<file path="src/rtl/cpu16_pkg.sv">
// Shared encodings for the 16-bit multi-cycle CPU control path.
// Contents: ALUOp codes, opcode/funct values, ALUSrcB select encodings and
// the controller state type. No ports; imported by the control modules.
package cpu16_pkg;

  // ALUOp codes; the result-select mux claims SLTI/SLL/SRA, all others go to ALU16.
  localparam logic [3:0] ALUOP_NONE = 4'b0000;
  localparam logic [3:0] ALUOP_SLTI = 4'b0001;
  localparam logic [3:0] ALUOP_ADD  = 4'b0010;
  localparam logic [3:0] ALUOP_SUB  = 4'b0011;
  localparam logic [3:0] ALUOP_AND  = 4'b0100;
  localparam logic [3:0] ALUOP_OR   = 4'b0101;
  localparam logic [3:0] ALUOP_SLL  = 4'b0110;
  localparam logic [3:0] ALUOP_SRA  = 4'b0111;
  localparam logic [3:0] ALUOP_XOR  = 4'b1000;

  // Opcodes, Instruksioni[15:12]
  localparam logic [3:0] OP_RTYPE = 4'b0000;
  localparam logic [3:0] OP_ADDI  = 4'b0001;
  localparam logic [3:0] OP_SLTI  = 4'b0010;
  localparam logic [3:0] OP_LW    = 4'b0011;
  localparam logic [3:0] OP_SW    = 4'b0100;
  localparam logic [3:0] OP_BEQ   = 4'b0101;
  localparam logic [3:0] OP_J     = 4'b0110;

  // R-type funct, Instruksioni[2:0]; 3'b111 is illegal
  localparam logic [2:0] FN_ADD = 3'b000;
  localparam logic [2:0] FN_SUB = 3'b001;
  localparam logic [2:0] FN_AND = 3'b010;
  localparam logic [2:0] FN_OR  = 3'b011;
  localparam logic [2:0] FN_XOR = 3'b100;
  localparam logic [2:0] FN_SLL = 3'b101;
  localparam logic [2:0] FN_SRA = 3'b110;

  // ALUSrcB select
  localparam logic [1:0] SRCB_REG = 2'b00;
  localparam logic [1:0] SRCB_TWO = 2'b01;
  localparam logic [1:0] SRCB_IMM = 2'b10;
  localparam logic [1:0] SRCB_JMP = 2'b11;

  typedef enum logic [2:0] {
    StFetch  = 3'd0,
    StDecode = 3'd1,
    StExec   = 3'd2,
    StMem    = 3'd3,
    StWb     = 3'd4,
    StHalt   = 3'd5
  } state_e;

endpackage

</file>
<file path="src/rtl/alu_kontrolli.sv">
// Combinational opcode/funct decoder producing the 4-bit ALUOp and an
// illegal-instruction flag. Shared with the single-cycle CPU.
// Ports: op_i (opcode), funct_i (R-type funct), aluop_o, illegal_o.
module alu_kontrolli
  import cpu16_pkg::*;
(
  input  logic [3:0] op_i,
  input  logic [2:0] funct_i,
  output logic [3:0] aluop_o,
  output logic       illegal_o
);

  always_comb begin
    aluop_o   = ALUOP_ADD;
    illegal_o = 1'b0;
    unique case (op_i)
      OP_RTYPE: begin
        unique case (funct_i)
          FN_ADD:  aluop_o = ALUOP_ADD;
          FN_SUB:  aluop_o = ALUOP_SUB;
          FN_AND:  aluop_o = ALUOP_AND;
          FN_OR:   aluop_o = ALUOP_OR;
          FN_XOR:  aluop_o = ALUOP_XOR;
          FN_SLL:  aluop_o = ALUOP_SLL;
          FN_SRA:  aluop_o = ALUOP_SRA;
          default: illegal_o = 1'b1;
        endcase
      end
      OP_ADDI:      aluop_o = ALUOP_ADD;
      OP_SLTI:      aluop_o = ALUOP_SLTI;
      OP_LW, OP_SW: aluop_o = ALUOP_ADD;
      OP_BEQ:       aluop_o = ALUOP_SUB;
      OP_J:         aluop_o = ALUOP_ADD;
      default:      illegal_o = 1'b1;
    endcase
  end

endmodule

</file>
<file path="src/rtl/kontrolli_shumeciklik.sv">
// Multi-cycle control FSM: FETCH/DECODE/EXEC/MEM/WB per instruction, plus a
// sticky HALT on illegal instructions or memory timeout.
// Ports: Clock, Reset (async, active-high), Instruksioni, Zero, MemGati in;
// memory requests, datapath enables, ALUSrcA/B, ALUOp, Gabim, NumrInstr out.
module kontrolli_shumeciklik
  import cpu16_pkg::*;
#(
  parameter int unsigned MEM_TIMEOUT = 15,
  parameter int unsigned CNT_W       = 16
) (
  input  logic             Clock,
  input  logic             Reset,
  input  logic [15:0]      Instruksioni,
  input  logic             Zero,
  input  logic             MemGati,
  output logic             MemLexo,
  output logic             MemShkruaj,
  output logic             IRWrite,
  output logic             PCWrite,
  output logic             PCWriteCond,
  output logic             RegWrite,
  output logic             RegDst,
  output logic             MemToReg,
  output logic             ALUSrcA,
  output logic [1:0]       ALUSrcB,
  output logic [3:0]       ALUOp,
  output logic             Gabim,
  output logic [CNT_W-1:0] NumrInstr
);

  localparam int unsigned TW = $clog2(MEM_TIMEOUT + 1);

  state_e           state_q, state_d;
  logic [TW-1:0]    tmo_q, tmo_d;
  logic [CNT_W-1:0] cnt_q, cnt_d;
  logic [3:0]       op_q, op_d;
  logic [2:0]       funct_q, funct_d;
  logic [3:0]       dec_op;
  logic [2:0]       dec_funct;
  logic [3:0]       dec_aluop;
  logic             dec_illegal;
  logic             tmo_hit;
  logic             retire;

  // Zero is qualified in the datapath via PCWriteCond; middle IR bits are operands.
  logic unused_inputs;
  assign unused_inputs = ^{Zero, Instruksioni[11:3]};

  // IR is fresh in DECODE; afterwards use the copy latched there.
  assign dec_op    = (state_q == StDecode) ? Instruksioni[15:12] : op_q;
  assign dec_funct = (state_q == StDecode) ? Instruksioni[2:0]   : funct_q;

  alu_kontrolli u_alu_kontrolli (
    .op_i      (dec_op),
    .funct_i   (dec_funct),
    .aluop_o   (dec_aluop),
    .illegal_o (dec_illegal)
  );

  // Last permitted wait cycle; MemGati in this cycle still completes normally.
  assign tmo_hit = (tmo_q == TW'(MEM_TIMEOUT - 1));

  always_ff @(posedge Clock or posedge Reset) begin
    if (Reset) begin
      state_q <= StFetch;
      tmo_q   <= '0;
      cnt_q   <= '0;
      op_q    <= '0;
      funct_q <= '0;
    end else begin
      state_q <= state_d;
      tmo_q   <= tmo_d;
      cnt_q   <= cnt_d;
      op_q    <= op_d;
      funct_q <= funct_d;
    end
  end

  always_comb begin
    state_d = state_q;
    tmo_d   = tmo_q;
    op_d    = op_q;
    funct_d = funct_q;
    retire  = 1'b0;
    unique case (state_q)
      StFetch: begin
        if (MemGati)      state_d = StDecode;
        else if (tmo_hit) state_d = StHalt;
        else              tmo_d   = tmo_q + TW'(1);
      end
      StDecode: begin
        op_d    = Instruksioni[15:12];
        funct_d = Instruksioni[2:0];
        state_d = dec_illegal ? StHalt : StExec;
      end
      StExec: begin
        unique case (op_q)
          OP_BEQ, OP_J: begin
            state_d = StFetch;
            retire  = 1'b1;
          end
          OP_LW, OP_SW: state_d = StMem;
          default:      state_d = StWb;
        endcase
      end
      StMem: begin
        if (MemGati) begin
          if (op_q == OP_LW) begin
            state_d = StWb;
          end else begin
            state_d = StFetch;
            retire  = 1'b1;
          end
        end else if (tmo_hit) begin
          state_d = StHalt;
        end else begin
          tmo_d = tmo_q + TW'(1);
        end
      end
      StWb: begin
        state_d = StFetch;
        retire  = 1'b1;
      end
      StHalt:  state_d = StHalt;
      default: state_d = StHalt;
    endcase
    // Every entry into a waiting state starts a fresh timeout window.
    if (state_d != state_q) tmo_d = '0;
    cnt_d = retire ? cnt_q + CNT_W'(1) : cnt_q;
  end

  assign NumrInstr = cnt_q;

  // Reset gates the decode so requests drop immediately, not at the next edge.
  always_comb begin
    MemLexo     = 1'b0;
    MemShkruaj  = 1'b0;
    IRWrite     = 1'b0;
    PCWrite     = 1'b0;
    PCWriteCond = 1'b0;
    RegWrite    = 1'b0;
    RegDst      = 1'b0;
    MemToReg    = 1'b0;
    ALUSrcA     = 1'b0;
    ALUSrcB     = SRCB_REG;
    ALUOp       = ALUOP_NONE;
    Gabim       = 1'b0;
    if (!Reset) begin
      unique case (state_q)
        StFetch: begin
          MemLexo = 1'b1;
          ALUSrcB = SRCB_TWO;
          ALUOp   = ALUOP_ADD;
          IRWrite = MemGati;
          PCWrite = MemGati;
        end
        StDecode: begin
          ALUSrcB = SRCB_IMM;
          ALUOp   = ALUOP_ADD;
        end
        StExec: begin
          ALUOp = dec_aluop;
          unique case (op_q)
            OP_RTYPE: ALUSrcA = 1'b1;
            OP_BEQ: begin
              ALUSrcA     = 1'b1;
              PCWriteCond = 1'b1;
            end
            OP_J: begin
              ALUSrcB = SRCB_JMP;
              PCWrite = 1'b1;
            end
            default: begin
              ALUSrcA = 1'b1;
              ALUSrcB = SRCB_IMM;
            end
          endcase
        end
        StMem: begin
          MemLexo    = (op_q == OP_LW);
          MemShkruaj = (op_q == OP_SW);
        end
        StWb: begin
          RegWrite = 1'b1;
          RegDst   = (op_q == OP_RTYPE);
          MemToReg = (op_q == OP_LW);
        end
        StHalt:  Gabim = 1'b1;
        default: ;
      endcase
    end
  end

endmodule

</file>
<file path="config.mk">
export PLATFORM = sky130hd
export DESIGN_NAME = kontrolli_shumeciklik
export DESIGN_NICKNAME = d
export VERILOG_FILES = /design/src/rtl/cpu16_pkg.sv /design/src/rtl/alu_kontrolli.sv /design/src/rtl/kontrolli_shumeciklik.sv
export SDC_FILE = /design/constraint.sdc
export NUM_CORES = 1
export LEC_CHECK = 0
export ABC_AREA = 1
export CAP_MARGIN = 20
export CORE_MARGIN = 3
export CORE_UTILIZATION = 40
export DETAILED_ROUTE_END_ITERATION = 6
export GPL_TIMING_DRIVEN = 0
export PLACE_DENSITY_LB_ADDON = 0.2
export REMOVE_ABC_BUFFERS = 1
export SLEW_MARGIN = 20
export SYNTH_ARGS = -nofsm -noshare
export SYNTH_HDL_FRONTEND = slang
export SYNTH_SLANG_ARGS = --single-unit
export TNS_END_PERCENT = 100
</file>
<file path="constraint.sdc">
create_clock -name Clock -period 2.1 [get_ports Clock]
set_clock_uncertainty 0.2 [all_clocks]
set_input_delay 0.525 -clock Clock [delete_from_list [all_inputs] [get_ports Clock]]
set_output_delay 0.525 -clock Clock [all_outputs]
set_load 0.02 [all_outputs]
</file>
# After elaboration in Yosys (flattened, before gate mapping)
# Cells that the tools add are included.
word_totals:
  in_bits: 20
  elab_cells: 94
  output_inout_bits: 32
  register_bits: 30
classes:
  mux: 49
  reduce_logical: 13
  n_eq_ne: 25
  n_addsub: 2
op_table:
  columns: ["operator", "count"]
  rows:
  - ["1-bit two-way mux", 25]
  - ["4-bit by 3-bit == test with 1-bit output (second input constant)", 6]
  - ["4-bit two-way mux", 6]
  - ["4-bit case mux with 6 select lines", 1]
  - ["3-bit two-way mux", 6]
  - ["16-bit by 1-bit adder with 16-bit output (second input constant)", 1]
  - ["3-bit == test (second input constant)", 5]
  - ["3-bit case mux with 5 select lines", 1]
  - ["3-bit by 2-bit == test with 1-bit output (second input constant)", 4]
  - ["4-bit by 2-bit == test with 1-bit output (second input constant)", 3]
  - ["4-bit case mux with 3 select lines", 1]
  - ["2-bit OR reduction", 5]
  - ["4-bit zero test", 2]
  - ["4-bit case mux with 2 select lines", 1]
  - ["7-bit OR reduction", 1]
  - ["3-bit by 1-bit == test with 1-bit output (second input constant)", 2]
  - ["3-bit zero test", 2]
  - ["1-bit case mux with 2 select lines", 3]
  - ["2-bit case mux with 3 select lines", 1]
  - ["3-bit case mux with 2 select lines", 1]
  - ["6-bit OR reduction", 1]
  - ["4-bit by 1-bit adder with 4-bit output (second input constant)", 1]
  - ["4-bit by 1-bit == test with 1-bit output (second input constant)", 1]
  - ["4-bit == test (second input constant)", 1]
  - ["7 further kinds", 8]

# Depth between registers and ports, before layout
logic_depth:
  ltp_word: 11
  depth_mapped: 15
  depth_no_buf: 15

# Modules after synthesis
# A second synthesis with hierarchy kept.
unflattened:
  cells_unflattened: 284
  area_unflattened_um2: 2044.5
by_module_without_submodules:
  columns: ["mod", "area_each_um2", "seq_area_each_um2", "cells_each", "instances"]
  rows:
  - ["kontrolli_shumeciklik", 1878.1, 750.7, 248, 1]
  - ["alu_kontrolli", 166.4, 0.0, 36, 1]

# Worst setup path before layout
# OpenSTA, ideal clock, no wires.
synth_timing:
  kind: "register -> output"
  startpoint: "register state_q[1]"
  endpoint: "output ALUOp[2]"
  t_arrival_ns: 1.734
  t_required_ns: 1.375
  setup_slack_ns: -0.359
  n_path_buf: 0
  path_stages_with_launch: 10
  cell_sequence: "dfrtp_1 > inv_2 > nand2_1 > nor2_4 > nand2_1 > nand2_1 > nand2_1 > nor2_2 > nand2_1 > a211oi_1"
synth_via:
  elab_chain_cells: 7
  word_cells_on_any_way: 19
  classes_between: "eq/ne: 10; mux: 6; reduce/logical: 3"
synth_lines:
  columns: ["item", "line_no", "rtl"]
  rows:
  - ["start, declared", "kontrolli_shumeciklik.sv:33", "state_e state_q, state_d;"]
  - ["start signal, assigned", "kontrolli_shumeciklik.sv:65", "state_q <= StFetch;"]
  - ["start signal, assigned", "kontrolli_shumeciklik.sv:71", "state_q <= state_d;"]
  - ["3-bit by 1-bit == test with 1-bit output", "kontrolli_shumeciklik.sv:50, kontrolli_shumeciklik.sv:51, kontrolli_shumeciklik.sv:149", null]
  - ["3-bit two-way mux", null, null]
  - ["3-bit == test (tied with other cells)", "alu_kontrolli.sv:18", "unique case (funct_i)"]
  - ["4-bit case mux with 6 select lines", "alu_kontrolli.sv:18", null]
  - ["4-bit case mux with 3 select lines", "alu_kontrolli.sv:16", "unique case (op_i)"]
  - ["4-bit case mux with 2 select lines *", "kontrolli_shumeciklik.sv:149", "unique case (state_q)"]
  - ["4-bit two-way mux *", "kontrolli_shumeciklik.sv:148", "if (!Reset) begin"]
  - ["end, declared", "kontrolli_shumeciklik.sv:26", "output logic [3:0] ALUOp,"]
# Mark *: on every way between the ends. The rest lies on a longest branch, timed or not.

# Worst setup path after layout
layout_timing:
  startpoint: "register state_q[0]"
  endpoint: "output ALUOp[0]"
# Same word-level chain as after synthesis.

==> summary.txt <==
Synthesis
  • Cell variety after synth: 31
  • Post-synthesis sequential area ratio: 0.398
  • YS warnings: 0
  • Syn Std Cell Area: 0.00189 sq mm
  • Cells after Synth: 249
  • Asr flop ratio synth: 1.00
  • FF+latch count, synth: 30
  • Mean Syn Cell Area: 7.57 sq um
  • Commonest register cell after synthesis: dfrtp_1
  • Number of enable flip-flop cells after synthesis: 0

Drt
  • Via count: 2,165
  • DR iter-0 viols: 272
  • DR vias/cell: 5.36
  • Final wirelength: 6.78 mm
  • Routed Antenna Nets: 0
  • Drc violations: 0
  • Number of detailed-routing iterations run before antenna repair: 4
  • WL per Instance: 16.8 um

Final layout
  • # nets final: 375
  • Diode count: 0
  • Cell area after layout: 0.00328 sq mm
  • Synth-to-layout area growth: 74.1%
  • Core Util, Final: 0.738
  • Most frequent cells in the layout: 58 x buf_4, 36 x nand2_1, 27 x dfrtp_1
  • Commonest non-fill, non-tap cell in the layout: buf_4
  • Share of layout cells above drive strength 1: 0.486

Placement
  • Post-place instance area: 0.00233 sq mm
  • Port buffer count: 41
  • Placer Congestion: 0.852
  • Post-DP HPWL: 3.26 mm

STA
  • Period Utilization, post-route: 1.30
  • Final Max Tran Viols: 0
  • Worst slew pin tran: 646 ps
  • Setup violations, final: 27
  • RSZ-0062 raised after global routing: true
  • Slew headroom: 0.569
  • Final hold vios: 0
  • Tmin final: 2730 ps
  • Max Freq: 0.367 GHz
  • Hold slack: 277 ps
  • Final worst slack: -625 ps
  • Final TNS setup: -8630 ps

GRT
  • Total GRT Usage: 0.228
  • Vias in the first global route: 2,079
  • Initial antenna violation count: 0
  • First-pass GRT wire length: 9.68 mm
  • Largest net degree at the start of global routing: 31
  • GR Overflow Total: 0

Setup path
  • Kind of cell adding the most delay to the critical path: simple AND/OR/NAND/NOR gates
  • WS Path Type: reg2out
  • Worst path cell trace: buf_6 -> buf_4 -> nand3_4 -> nand2_2 -> nand2_2 -> nand2_2 -> nor2_4 -> nand3_2 -> a31oi_4 -> buf_6
  • Startpoint types: register
  • Slowest stage delay, CP: 490 ps
  • Buffers & Inverters on Critical Path: 3
  • CP max stage cell: dfrtp_2
  • Crit-path max FO: 5
  • CP most frequent cell: nand2_2
  • CP endpoint kind: primary output
  • Data required time at the worst endpoint: 1370 ps
  • WP data arrival: 2000 ps

Die
  • Chip Width: 74.7 um
  • Core area: 0.00444 sq mm
  • IO Pins: 52
  • Row cnt: 24
  • Die outline area: 0.00557 sq mm
  • Die Ht: 74.7 um
  • Initial Util: 0.424

Power
  • Int Power: 972 uW
  • Lkg Pwr: 0.00161 uW
  • Seq pwr share: 0.471
  • Peak VDD IR: 385 uV
  • Switching pwr: 256 uW
  • PwrDens: 374 mW/mm^2
  • Clock power frac: 0.494
  • Gate power share: 0.035
  • Switching share of power: 0.209

Clock network
  • Clock buffer count from CTS: 5
  • Root buf cell: clkbuf_8
  • CTS hold repair buffers: 0
  • Clk pin slew, worst setup/hold paths: 60 ps
  • Clock buffer depth: 2
  • Worst-skew pair later-pin latency: 290 ps
  • H-tree levels: 2
  • Clock sink count: 30
  • CTS tree: done

Outcome
  • Outcome: finished with violations
  • Violated checks: negative setup slack

Worst hold path
  • Min-delay worst type: reg2reg

Flow run
  • Max-cap violations: 0
==> layout make-up <==
class / count / area [sq um]
inverters: 32 / 133
clock inverters: 1 / 30.0
well taps: 52 / 65.1
flip-flops and latches: 30 / 754
fillers: 299 / 1160
multi-input cells: 184 / 1350
repair buffers: 99 / 872
clock buffers: 6 / 82.6
==> path summary, 6_finish.rpt <==
| path | start | to | slack (ps) | cells past startpoint |
|---|---|---|---|---|
| hold reg to reg | NumrInstr[15]$_DFFE_PP0P_ | NumrInstr[15]$_DFFE_PP0P_ | 280 | 1 |
| hold / removal | NumrInstr[15]$_DFFE_PP0P_ | NumrInstr[15]$_DFFE_PP0P_ | 280 | 1 |
| setup / recovery | state_q[0]$_DFF_PP0_ | ALUOp[0] | -630 | 10 |
| max in group asynchronous | Reset | state_q[1]$_DFF_PP0_ | 890 | 2 |
| min in group asynchronous | Reset | tmo_q[3]$_DFFE_PP0P_ | 350 | 2 |
| setup reg to reg | state_q[0]$_DFF_PP0_ | tmo_q[2]$_DFFE_PP0P_ | -570 | 18 |
==> through the flow <==
step	setup WS, ps	total power, uW	cells
after global routing	-746	1270	404
after floorplan	-421	603	245
after global placement	-1080	630	338
after CTS	-538	1230	391
final	-625	1230	404
after detailed placement	-1080	630	338
==> Yosys cell counts, drive strengths merged, types with 2 or more instances <==
cell | count | area (sq um)
a211oi | 2 | 15.0
a21oi | 4 | 20.0
a31oi | 3 | 18.8
buf | 3 | 30.0
dfrtp | 30 | 751
ha | 3 | 37.5
inv | 31 | 116
nand2 | 69 | 277
nand3 | 28 | 155
nand4 | 5 | 31.3
nor2 | 33 | 149
nor3 | 9 | 55.1
o21ai | 3 | 18.8
xnor2 | 7 | 61.3
xor2 | 11 | 96.3
==> timing repair <==
action | in CTS | in global routing
gates resized for setup | 160 | 48
gates cloned | 1 | 0
endpoints found under the setup margin | 26 | 34
buffers inserted | 45 | 13
pin swaps | 26 | 19
==> power groups by stage <==
| stage | registers (uW) | clock network [uW] | logic, uW |
|---|---|---|---|
| finish | 578 | 607 | 43.3 |
| global route | 577 | 643 | 47.0 |
| CTS | 578 | 609 | 39.2 |
| detailed placement | 589 | 0 | 41.5 |
| global placement | 589 | 0 | 41.5 |
| floorplan | 589 | 0 | 14.2 |
==> metal layers <==
metal | up-vias | track usage | share of wire
met5 | - | 0 | 0
met4 | 0 | 0.117 | 0.044
met3 | 32 | 0.0427 | 0.068
met2 | 107 | 0.369 | 0.48
met1 | 1023 | 0.292 | 0.41
li1 | 1003 | - | -
==> logic make-up after synthesis <==
family	Yosys count	share of synthesized area
AOI/OAI and AO/OA	17	0.0597
buffers and inverters	36	0.0816
adders and majority gates	3	0.0199
DFF	30	0.398
and+or+nand+nor	145	0.357
xor gates and xnor gates	18	0.0836
==> flip-flops by register name (all words and copies together) (netlist names) <==
signal	cells
state_q	3
op_q	4
NumrInstr	16
funct_q	3
tmo_q	4
No activity file was read; power rests on OpenSTA's default activity.
